$ cat src/rtl/omsp_spm_viol_handler_pkg.sv
// Shared constants and types for the SPM violation handler: register offsets,
// STATUS bit positions, log depth and the captured violation record.
package omsp_spm_viol_handler_pkg;

  localparam logic [1:0] SPMV_STATUS   = 2'd0;
  localparam logic [1:0] SPMV_ADDR     = 2'd1;
  localparam logic [1:0] SPMV_PC       = 2'd2;
  localparam int         SPMV_NUM_REGS = 3;

  localparam int SPMV_STAT_PEND    = 0;
  localparam int SPMV_STAT_OVF     = 1;
  localparam int SPMV_STAT_WR      = 2;
  localparam int SPMV_STAT_FULL    = 3;
  localparam int SPMV_STAT_CNT_LSB = 8;

  localparam int SPMV_LOG_DEPTH = 2;
  localparam int SPMV_REC_W     = 33;

  typedef struct packed {
    logic [15:0] pc;
    logic [15:0] mab;
    logic        wr;
  } spmv_rec_t;

  typedef enum logic [1:0] {
    IRQ_IDLE = 2'd0,
    IRQ_REQ  = 2'd1,
    IRQ_WAIT = 2'd2
  } spmv_irq_state_e;

endpackage

$ cat src/rtl/omsp_spm_viol_fifo.sv
// Small parametrised FIFO holding violation records; a simultaneous pop and
// push is applied pop-first, so a push into a full FIFO succeeds if it pops too.
module omsp_spm_viol_fifo #(
  parameter int DEPTH = 2,
  parameter int WIDTH = 33,
  parameter int CNT_W = $clog2(DEPTH + 1)
) (
  input  logic             mclk,
  input  logic             puc_rst,
  input  logic             i_push,
  input  logic             i_pop,
  input  logic [WIDTH-1:0] i_data,
  output logic [WIDTH-1:0] o_head,
  output logic             o_full,
  output logic             o_empty,
  output logic [CNT_W-1:0] o_count
);

  localparam int PTR_W = (DEPTH > 1) ? $clog2(DEPTH) : 1;

  logic [WIDTH-1:0] r_mem [DEPTH];
  logic [PTR_W-1:0] r_rd_ptr;
  logic [PTR_W-1:0] r_wr_ptr;
  logic [CNT_W-1:0] r_count;
  logic             w_pop;
  logic             w_push;

  function automatic logic [PTR_W-1:0] ptr_next(input logic [PTR_W-1:0] p);
    return (p == PTR_W'(DEPTH - 1)) ? '0 : p + 1'b1;
  endfunction

  assign o_empty = (r_count == '0);
  assign o_full  = (r_count == CNT_W'(DEPTH));
  assign o_count = r_count;
  assign o_head  = r_mem[r_rd_ptr];
  assign w_pop   = i_pop & ~o_empty;
  assign w_push  = i_push & (~o_full | w_pop);

  always_ff @(posedge mclk) begin
    if (puc_rst) begin
      r_rd_ptr <= '0;
      r_wr_ptr <= '0;
      r_count  <= '0;
    end else begin
      if (w_pop)  r_rd_ptr <= ptr_next(r_rd_ptr);
      if (w_push) r_wr_ptr <= ptr_next(r_wr_ptr);
      r_count <= r_count + CNT_W'(w_push) - CNT_W'(w_pop);
    end
  end

  // NOTE: storage is deliberately not reset; the pointers and count alone
  // decide which entries are valid, so stale data is never observable.
  always_ff @(posedge mclk) begin
    if (w_push) r_mem[r_wr_ptr] <= i_data;
  end

endmodule

$ cat src/rtl/omsp_spm_viol_handler.sv
// Logs SPM violations (PC, address, access type) into a 2-entry log, raises
// irq_spm with an accept handshake, and exposes the log on the peripheral bus.
// Optional event counter in STATUS[15:8]: define SPM_VIOLATION_COUNTER_EN.
module omsp_spm_viol_handler #(
  parameter logic [13:0] BASE_ADDR = 14'h00C8
) (
  input  logic        mclk,
  input  logic        puc_rst,
  input  logic        violation,
  input  logic [15:0] pc,
  input  logic [15:0] eu_mab,
  input  logic [1:0]  eu_mb_wr,
  input  logic [13:0] per_addr,
  input  logic [15:0] per_din,
  input  logic        per_en,
  input  logic [1:0]  per_we,
  output logic [15:0] per_dout,
  output logic        irq_spm,
  input  logic        irq_acc
);

  import omsp_spm_viol_handler_pkg::*;

  localparam int CNT_W = $clog2(SPMV_LOG_DEPTH + 1);

  logic            r_violation_q;
  logic            r_ovf;
  spmv_irq_state_e r_state;
  spmv_irq_state_e w_state_nxt;
  logic            w_viol_evt;
  logic [13:0]     w_off;
  logic            w_sel;
  logic            w_status_wr;
  logic            w_pop;
  logic            w_push;
  logic            w_drop;
  logic            w_remain;
  logic            w_full;
  logic            w_empty;
  logic [CNT_W-1:0] w_count;
  spmv_rec_t       w_rec_in;
  spmv_rec_t       w_head;
  logic [SPMV_REC_W-1:0] w_head_bits;
  logic [7:0]      w_evt_cnt;
  logic [15:0]     w_status;
  logic            w_unused_din;

  assign w_viol_evt  = violation & ~r_violation_q;
  assign w_off       = per_addr - BASE_ADDR;
  assign w_sel       = per_en & (w_off < 14'(SPMV_NUM_REGS));
  assign w_status_wr = w_sel & (w_off[1:0] == SPMV_STATUS) & (|per_we);
  assign w_pop       = w_status_wr & ~w_empty;
  assign w_push      = w_viol_evt & (~w_full | w_pop);
  assign w_drop      = w_viol_evt & w_full & ~w_pop;
  assign w_remain    = (w_count > CNT_W'(1)) | w_push;
  assign w_rec_in    = '{pc: pc, mab: eu_mab, wr: |eu_mb_wr};
  assign w_head      = spmv_rec_t'(w_head_bits);
  assign w_unused_din = ^per_din;

  omsp_spm_viol_fifo #(
    .DEPTH (SPMV_LOG_DEPTH),
    .WIDTH (SPMV_REC_W),
    .CNT_W (CNT_W)
  ) u_fifo (
    .mclk    (mclk),
    .puc_rst (puc_rst),
    .i_push  (w_push),
    .i_pop   (w_pop),
    .i_data  (w_rec_in),
    .o_head  (w_head_bits),
    .o_full  (w_full),
    .o_empty (w_empty),
    .o_count (w_count)
  );

  always_ff @(posedge mclk) begin
    if (puc_rst) begin
      r_violation_q <= 1'b0;
      r_ovf         <= 1'b0;
      r_state       <= IRQ_IDLE;
    end else begin
      r_violation_q <= violation;
      r_ovf         <= (r_ovf & ~w_status_wr) | w_drop;
      r_state       <= w_state_nxt;
    end
  end

  // NOTE: every always_comb output gets a default first so no path can
  // leave it unassigned and infer a latch.
  always_comb begin
    w_state_nxt = r_state;
    case (r_state)
      IRQ_IDLE: if (!w_empty) w_state_nxt = IRQ_REQ;
      IRQ_REQ:  if (irq_acc)  w_state_nxt = IRQ_WAIT;
      IRQ_WAIT: if (w_pop)    w_state_nxt = w_remain ? IRQ_REQ : IRQ_IDLE;
      default:                w_state_nxt = IRQ_IDLE;
    endcase
  end

  assign irq_spm = (r_state == IRQ_REQ);

`ifdef SPM_VIOLATION_COUNTER_EN
  logic [7:0] r_evt_cnt;

  // Counts dropped events as well; only reset clears it.
  always_ff @(posedge mclk) begin
    if (puc_rst) begin
      r_evt_cnt <= 8'h00;
    end else if (w_viol_evt && (r_evt_cnt != 8'hFF)) begin
      r_evt_cnt <= r_evt_cnt + 8'd1;
    end
  end

  assign w_evt_cnt = r_evt_cnt;
`else
  assign w_evt_cnt = 8'h00;
`endif

  always_comb begin
    w_status = 16'h0000;
    w_status[SPMV_STAT_CNT_LSB +: 8] = w_evt_cnt;
    w_status[SPMV_STAT_PEND] = ~w_empty;
    w_status[SPMV_STAT_OVF]  = r_ovf;
    w_status[SPMV_STAT_WR]   = ~w_empty & w_head.wr;
    w_status[SPMV_STAT_FULL] = w_full;
  end

  always_comb begin
    per_dout = 16'h0000;
    if (w_sel) begin
      case (w_off[1:0])
        SPMV_STATUS: per_dout = w_status;
        SPMV_ADDR:   per_dout = w_empty ? 16'h0000 : w_head.mab;
        SPMV_PC:     per_dout = w_empty ? 16'h0000 : w_head.pc;
        default:     per_dout = 16'h0000;
      endcase
    end
  end

endmodule

$ cat config.mk
export PLATFORM = sky130hd
export DESIGN_NAME = omsp_spm_viol_handler
export DESIGN_NICKNAME = d
export VERILOG_FILES = /design/src/rtl/omsp_spm_viol_handler_pkg.sv /design/src/rtl/omsp_spm_viol_fifo.sv /design/src/rtl/omsp_spm_viol_handler.sv
export SDC_FILE = /design/constraint.sdc
export NUM_CORES = 1
export LEC_CHECK = 0
export CORE_MARGIN = 3
export CORE_UTILIZATION = 28
export DETAILED_ROUTE_END_ITERATION = 10
export PLACE_DENSITY_LB_ADDON = 0.12
export SLEW_MARGIN = 40
export SYNTH_ARGS = -nofsm -noshare
export SYNTH_HDL_FRONTEND = slang
export SYNTH_SLANG_ARGS = --single-unit
$ cat constraint.sdc
create_clock -name mclk -period 5.36 [get_ports mclk]
set_input_delay 1.072 -clock mclk [delete_from_list [all_inputs] [get_ports mclk]]
set_output_delay 1.072 -clock mclk [all_outputs]
set_load 0.05 [all_outputs]
**Word level (Yosys, flattened, before mapping)**

Memories as Yosys holds them, arrays and structs flattened. A register that Yosys moved wholly into a read port is not among the register bits.
Index checks and enable logic that the tools add are counted.

- Add/sub/neg operators: 5
- Order comparisons: 2
- Equal/unequal tests: 8
- Mux-type cells: 15
- Bitwise logic cells: 21
- Reduce and logical (&&, ||, !) cells: 6

Operator list:

| operator | number |
|---|---|
| 16-bit two-way mux | 3 |
| 16-bit case mux with 3 select lines | 1 |
| 14-bit by 2-bit less-than comparator with 1-bit output, second input constant | 1 |
| 14-bit by 8-bit subtractor with 14-bit output, second input constant | 1 |
| 1-bit AND | 12 |
| 1-bit two-way mux | 7 |
| 2-bit equality test, second input constant | 3 |
| 2-bit logical NOT | 3 |
| 2-bit two-way mux | 3 |
| 2-bit case mux with 3 select lines | 1 |
| 1-bit inverter | 5 |
| 2-bit by 1-bit equality test with 1-bit output, second input constant | 2 |
| 2-bit by 1-bit inequality test with 1-bit output, second input constant | 2 |
| 1-bit OR | 4 |
| 2-bit OR reduction | 2 |
| 3-bit AND reduction | 1 |
| 1-bit adder, second input constant | 2 |
| 2-bit by 1-bit adder with 2-bit output | 1 |
| 2-bit by 1-bit greater-than comparator with 1-bit output, second input constant | 1 |
| 2-bit inequality test, second input constant | 1 |
| 2-bit by 1-bit subtractor with 2-bit output | 1 |

- Flip-flop bits (word level): 8
- Bits in writable memories: 66
- Output and inout port bits: 17
- Memories: 1

Memories:

| name | depth | width | read ports | clocked after Yosys merged registers in | write ports | line | source |
|---|---|---|---|---|---|---|---|
| u_fifo.r_mem | 2 | 33 | 1 | 1 | 1 | omsp_spm_viol_fifo.sv:21 | `logic [WIDTH-1:0] r_mem [DEPTH];` |

**Logic depth before layout (Yosys ltp)**

- Word-level depth: 12
- Mapped depth: 11

**Cells and area by module**

A second synthesis with hierarchy kept.

- Cell total of the unflattened synthesis: 239
- Area total of the unflattened synthesis: 3394.5 um2

By module, submodules not included:

| module | times used | cells an instance | area each (um2) | sequential area each (um2) |
|---|---|---|---|---|
| omsp_spm_viol_fifo | 1 | 130 | 2657.5 | 2082.0 |
| omsp_spm_viol_handler | 1 | 109 | 737.0 | 80.1 |

**Worst setup path before layout**

Ideal clock, no wire load.

- Path type: input-to-reg
- From: in per_addr[3]
- To: mem u_fifo.r_mem[0][0] (enable)
- Library setup time: 427 ps
- Arrival: 3663 ps
- Required time: 4933 ps
- Slack: 1270 ps
- Cell stages on the path: 7
- Cells stage by stage: inv_1 > ha_1 > nor4bb_1 > nand3_1 > nor3_1 > o31a_2 > nor2b_1

- Longest elaborated chain between the ends: 11
- Elaborated cells between the ends (all ways): 13
- Those cells by class: add/sub (1); order compare (1); mux (2); bitwise (9)

RTL lines:

| what | line | source |
|---|---|---|
| start, declared | omsp_spm_viol_handler.sv:13 | `input logic [13:0] per_addr,` |
| 14-bit by 8-bit subtractor with 14-bit output (*) | omsp_spm_viol_handler.sv:49 | `assign w_off = per_addr - BASE_ADDR;` |
| 14-bit by 2-bit less-than comparator with 1-bit output (*) | omsp_spm_viol_handler.sv:50 | `assign w_sel = per_en & (w_off < 14'(SPMV_NUM_REGS));` |
| 1-bit AND (*) | omsp_spm_viol_handler.sv:50 |  |
| 1-bit AND (*) (2 in series) | omsp_spm_viol_handler.sv:51 | `assign w_status_wr = w_sel & (w_off[1:0] == SPMV_STATUS) & (\|per_we);` |
| 1-bit AND (*) | omsp_spm_viol_handler.sv:52 | `assign w_pop = w_status_wr & ~w_empty;` |
| 1-bit OR or 1-bit AND (tied branches) | omsp_spm_viol_handler.sv:53, omsp_spm_viol_fifo.sv:36 |  |
| 1-bit AND or 1-bit OR (tied branches) | omsp_spm_viol_handler.sv:53, omsp_spm_viol_fifo.sv:37 |  |
| 1-bit AND (*) | omsp_spm_viol_fifo.sv:37 | `assign w_push = i_push & (~o_full \| w_pop);` |
| 1-bit two-way mux (*) | omsp_spm_viol_fifo.sv:54 | `if (w_push) r_mem[r_wr_ptr] <= i_data;` |
| 1-bit two-way mux (not written as such) (*) | omsp_spm_viol_fifo.sv:54 |  |
| end, declared | omsp_spm_viol_fifo.sv:21 |  |

Mark *: on every way between the ends. The rest lies on a longest branch, timed or not.

**Worst setup path after layout**

- From: in per_addr[3]
- To: out per_dout[14]

- Longest elaborated chain between the ends: 4

RTL lines:

| what | line | source |
|---|---|---|
| 14-bit by 8-bit subtractor with 14-bit output | omsp_spm_viol_handler.sv:49 |  |
| 14-bit by 2-bit less-than comparator with 1-bit output | omsp_spm_viol_handler.sv:50 |  |
| 1-bit AND | omsp_spm_viol_handler.sv:50 |  |
| 16-bit two-way mux | omsp_spm_viol_handler.sv:130 | `if (w_sel) begin` |
| end, declared | omsp_spm_viol_handler.sv:17 | `output logic [15:0] per_dout,` |

Every way passes these cells.

==> results.md <==
* Setup bufs post-CTS at 0
* CTS HTree Levels at 3
* # diodes at 0
* RSZ-0062 raised after global routing: false
* First-pass DRT Iterations at 4
* Number of remaining DRC errors at 0
* CTS tree: done
* Most common cell after layout, fill and taps aside: edfxtp_1
* Hold EP: r_state[0]
* Share of layout cells above drive strength 1 at 0.154
* Post-synth top area share at 0.631
* IO Port Bufs at 71
* Initial antenna violation count at 0
* Reg2Reg Setup Slack at 3400 ps
* Die Span Y at 112 um
* CP Capture Type: output port
* Post-DRT Antenna Nets at 0
* Yosys reg bits at 75
* Vias at 1934
* Place WS at 1010 ps
* Critical Path Start Type: primary input
* CTS-repair resized insts at 0
* RR Endpoint: u_fifo.r_mem[1][22]
* Starting Density at 0.289
* Average size of a mapped cell at 14.8 um2
* DR vias/cell at 4.47
* GR Util All Layers at 0.113
* Achievable Freq at 231 MHz
* Max stage delay on crit path at 470 ps
* Sum Neg Setup Slack at 0 ps
* Root buf cell: clkbuf_8
* Top Ports at 88
* Footprint of the multi-input gates at 903 um2
* Syn_nets at 286
* Reg-to-reg startpoint: r_violation_q
* HP Class: flip-flop to flip-flop
* Arrival time worst endpoint at 3250 ps
* Pins Over Slew Limit at 0
* Final #Nets at 362
* Final setup viols at 0
* Final Routed Wirelength at 6830 um
* Die Area at 12500 um2
* Worst slew margin at 0.548
* Die X-Extent at 112 um
* Dpl hpwl at 4310 um
* Finished Cell Area at 4340 um2
* Reg area at 2170 um2
* Syn-to-layout area delta at 38.0%
* Initial DRC count at 44
* Worst Hold Depth at 1
* Hold slack at 497 ps
* Avg WL per Cell at 15.8 um
* Distinct cells, synth at 36
* Final Power at 0.00119 W
* Area leader, netlist: edfxtp_1
* Mapped Cells at 212
* Worst hold path startpoint: r_state[1]
* Synth top area cells: edfxtp_1 63%, mux2i_1 9.9%, dfxtp_1 5.7%, and2_1 2.6%, o22ai_1 2.6%
* Fillers at 1043
* Slowest cell on crit path: clkdlybuf4s50_1
* CP required at 4290 ps
* Mapped cell area at 3140 um2
* CP Max Fanout at 15
* Lkg Pwr at 1.46 nW
* Ordered cell list for the critical path: clkdlybuf4s50_1 > inv_1 > ha_1 > nor4bb_1 > nand3_1 > nor3_2 > buf_4 > o211a_1 > buf_12
* Clock Skew at 18.1 ps
* Clk slew on worst S/H paths at 90 ps
* PwrDens at 274 nW/um2
* Cell depth of the worst flop-to-flop path at 4
* Worst Slack Setup Final at 1040 ps
* First-pass GRT wire length at 10700 um
* Max clock buf depth at 2
* Placed instance area at 4170 um2
* # clock sinks at 75
* Crit Path Class: primary input to output port
* Tmin final at 4320 ps
* Num CTS Buffers at 9
* Latest clock arrival within the worst-skew pair at 350 ps
* Yosys warns at 0
* Seq/Total Area, Yosys at 0.688
* Vias in the first global route at 2045
* Core Area at 10900 um2
* Largest net degree at the start of global routing at 35
* Hold Buf Count CTS at 0
* Rows at 38
* Slew @ Worst Pin at 679 ps
* Status: completed
* Peak VDD IR at 92.6 uV
* Final Hold Vio Count at 0
* Max-capacitance violation count at 0
* Most frequent cells in the layout: 66 x edfxtp_1, 55 x clkdlybuf4s50_1, 31 x mux2i_1
* GPL Wtd Cong at 0.706
* Total gr overflow at 0
* Crit share post-route at 0.807
[cell families after synthesis]
family	synth area share
multiplexers	0.104
AND/OR/NAND/NOR	0.0975
buffers and inverters	0.0271
AO/OA/AOI/OAI	0.0609
flip-flops	0.688
adder cells (fa/ha/maj)	0.0119
XOR/XNOR	0.0111
[synthesized netlist by cell type]
cell	count
edfxtp_1	66
mux2i_1	31
nor2_1	14
and2_1	13
o22ai_1	13
inv_1	10
dfxtp_1	9
nor2b_1	6
buf_2	5
clkbuf_1	4
xnor2_1	4
a21oi_1	3
ha_1	3
nand2_1	3
nor3_1	3
a31oi_1	2
nand2b_1	2
o21a_1	2
o21ai_0	2
a221o_1	1
buf_4	1
mux2_4	1
nand3_1	1
nand3b_1	1
nand4_2	1
nor3_2	1
nor4_4	1
nor4b_2	1
nor4bb_1	1
o211a_1	1
o221ai_1	1
o31a_2	1
o32a_1	1
o32ai_1	1
or2_2	1
or3b_2	1
[metal layers]
layer / up-vias / GRT usage / share of wire
met5: - / 0 / 0
met4: 0 / 0.0433 / 0.010
met3: 5 / 0.0359 / 0.057
met2: 55 / 0.179 / 0.47
met1: 927 / 0.146 / 0.46
li1: 947 / - / -
[how the worst max path moves through the flow]
stage / startpoint / end
after global routing: per_addr[3] / per_dout[14]
after floorplan: per_addr[3] / u_fifo.r_mem[0][0]
after CTS: per_addr[3] / per_dout[14]
final: per_addr[3] / per_dout[14]
after global placement: per_addr[3] / per_dout[14]
after detailed placement: per_addr[3] / per_dout[14]
[worst max-delay path, delay by kind of cell]
family                   cells  cell delay [ps]
buffers and inverters        4              930
AND/OR/NAND/NOR              3              730
adder cells (fa/ha/maj)      1              260
AO/OA/AOI/OAI                1              250
[registers in the layout (all words and copies together), names as in the netlist, named ones only]
signal           flops
r_ovf                1
r_state              2
r_violation_q        1
u_fifo.o_count       2
u_fifo.r_mem        66
u_fifo.r_rd_ptr      1
u_fifo.r_wr_ptr      1
[where the power goes]
part           total (W)  internal [W]  switching, W  leakage, nW
registers       0.000685      0.000674     0.0000111        0.685
logic           0.000126     0.0000644     0.0000617        0.690
clock network   0.000379      0.000166      0.000212       0.0868
[metrics by stage]
step | util | instances
final | 0.398 | 433
after global routing | 0.398 | 433
after CTS | 0.398 | 433
after detailed placement | 0.383 | 417
after global placement | 0.383 | 417
after floorplan | - | 212
[area by class of cell]
type	instances	area share
Clock buffer	9	0.0286
Clock inverter	7	0.0101
Inverter	10	0.00865
Multi-Input combinational cell	117	0.208
Sequential cell	75	0.499
Tap cell	140	0.0404
Timing Repair Buffer	75	0.205
Power figures use the tool's default switching activity.
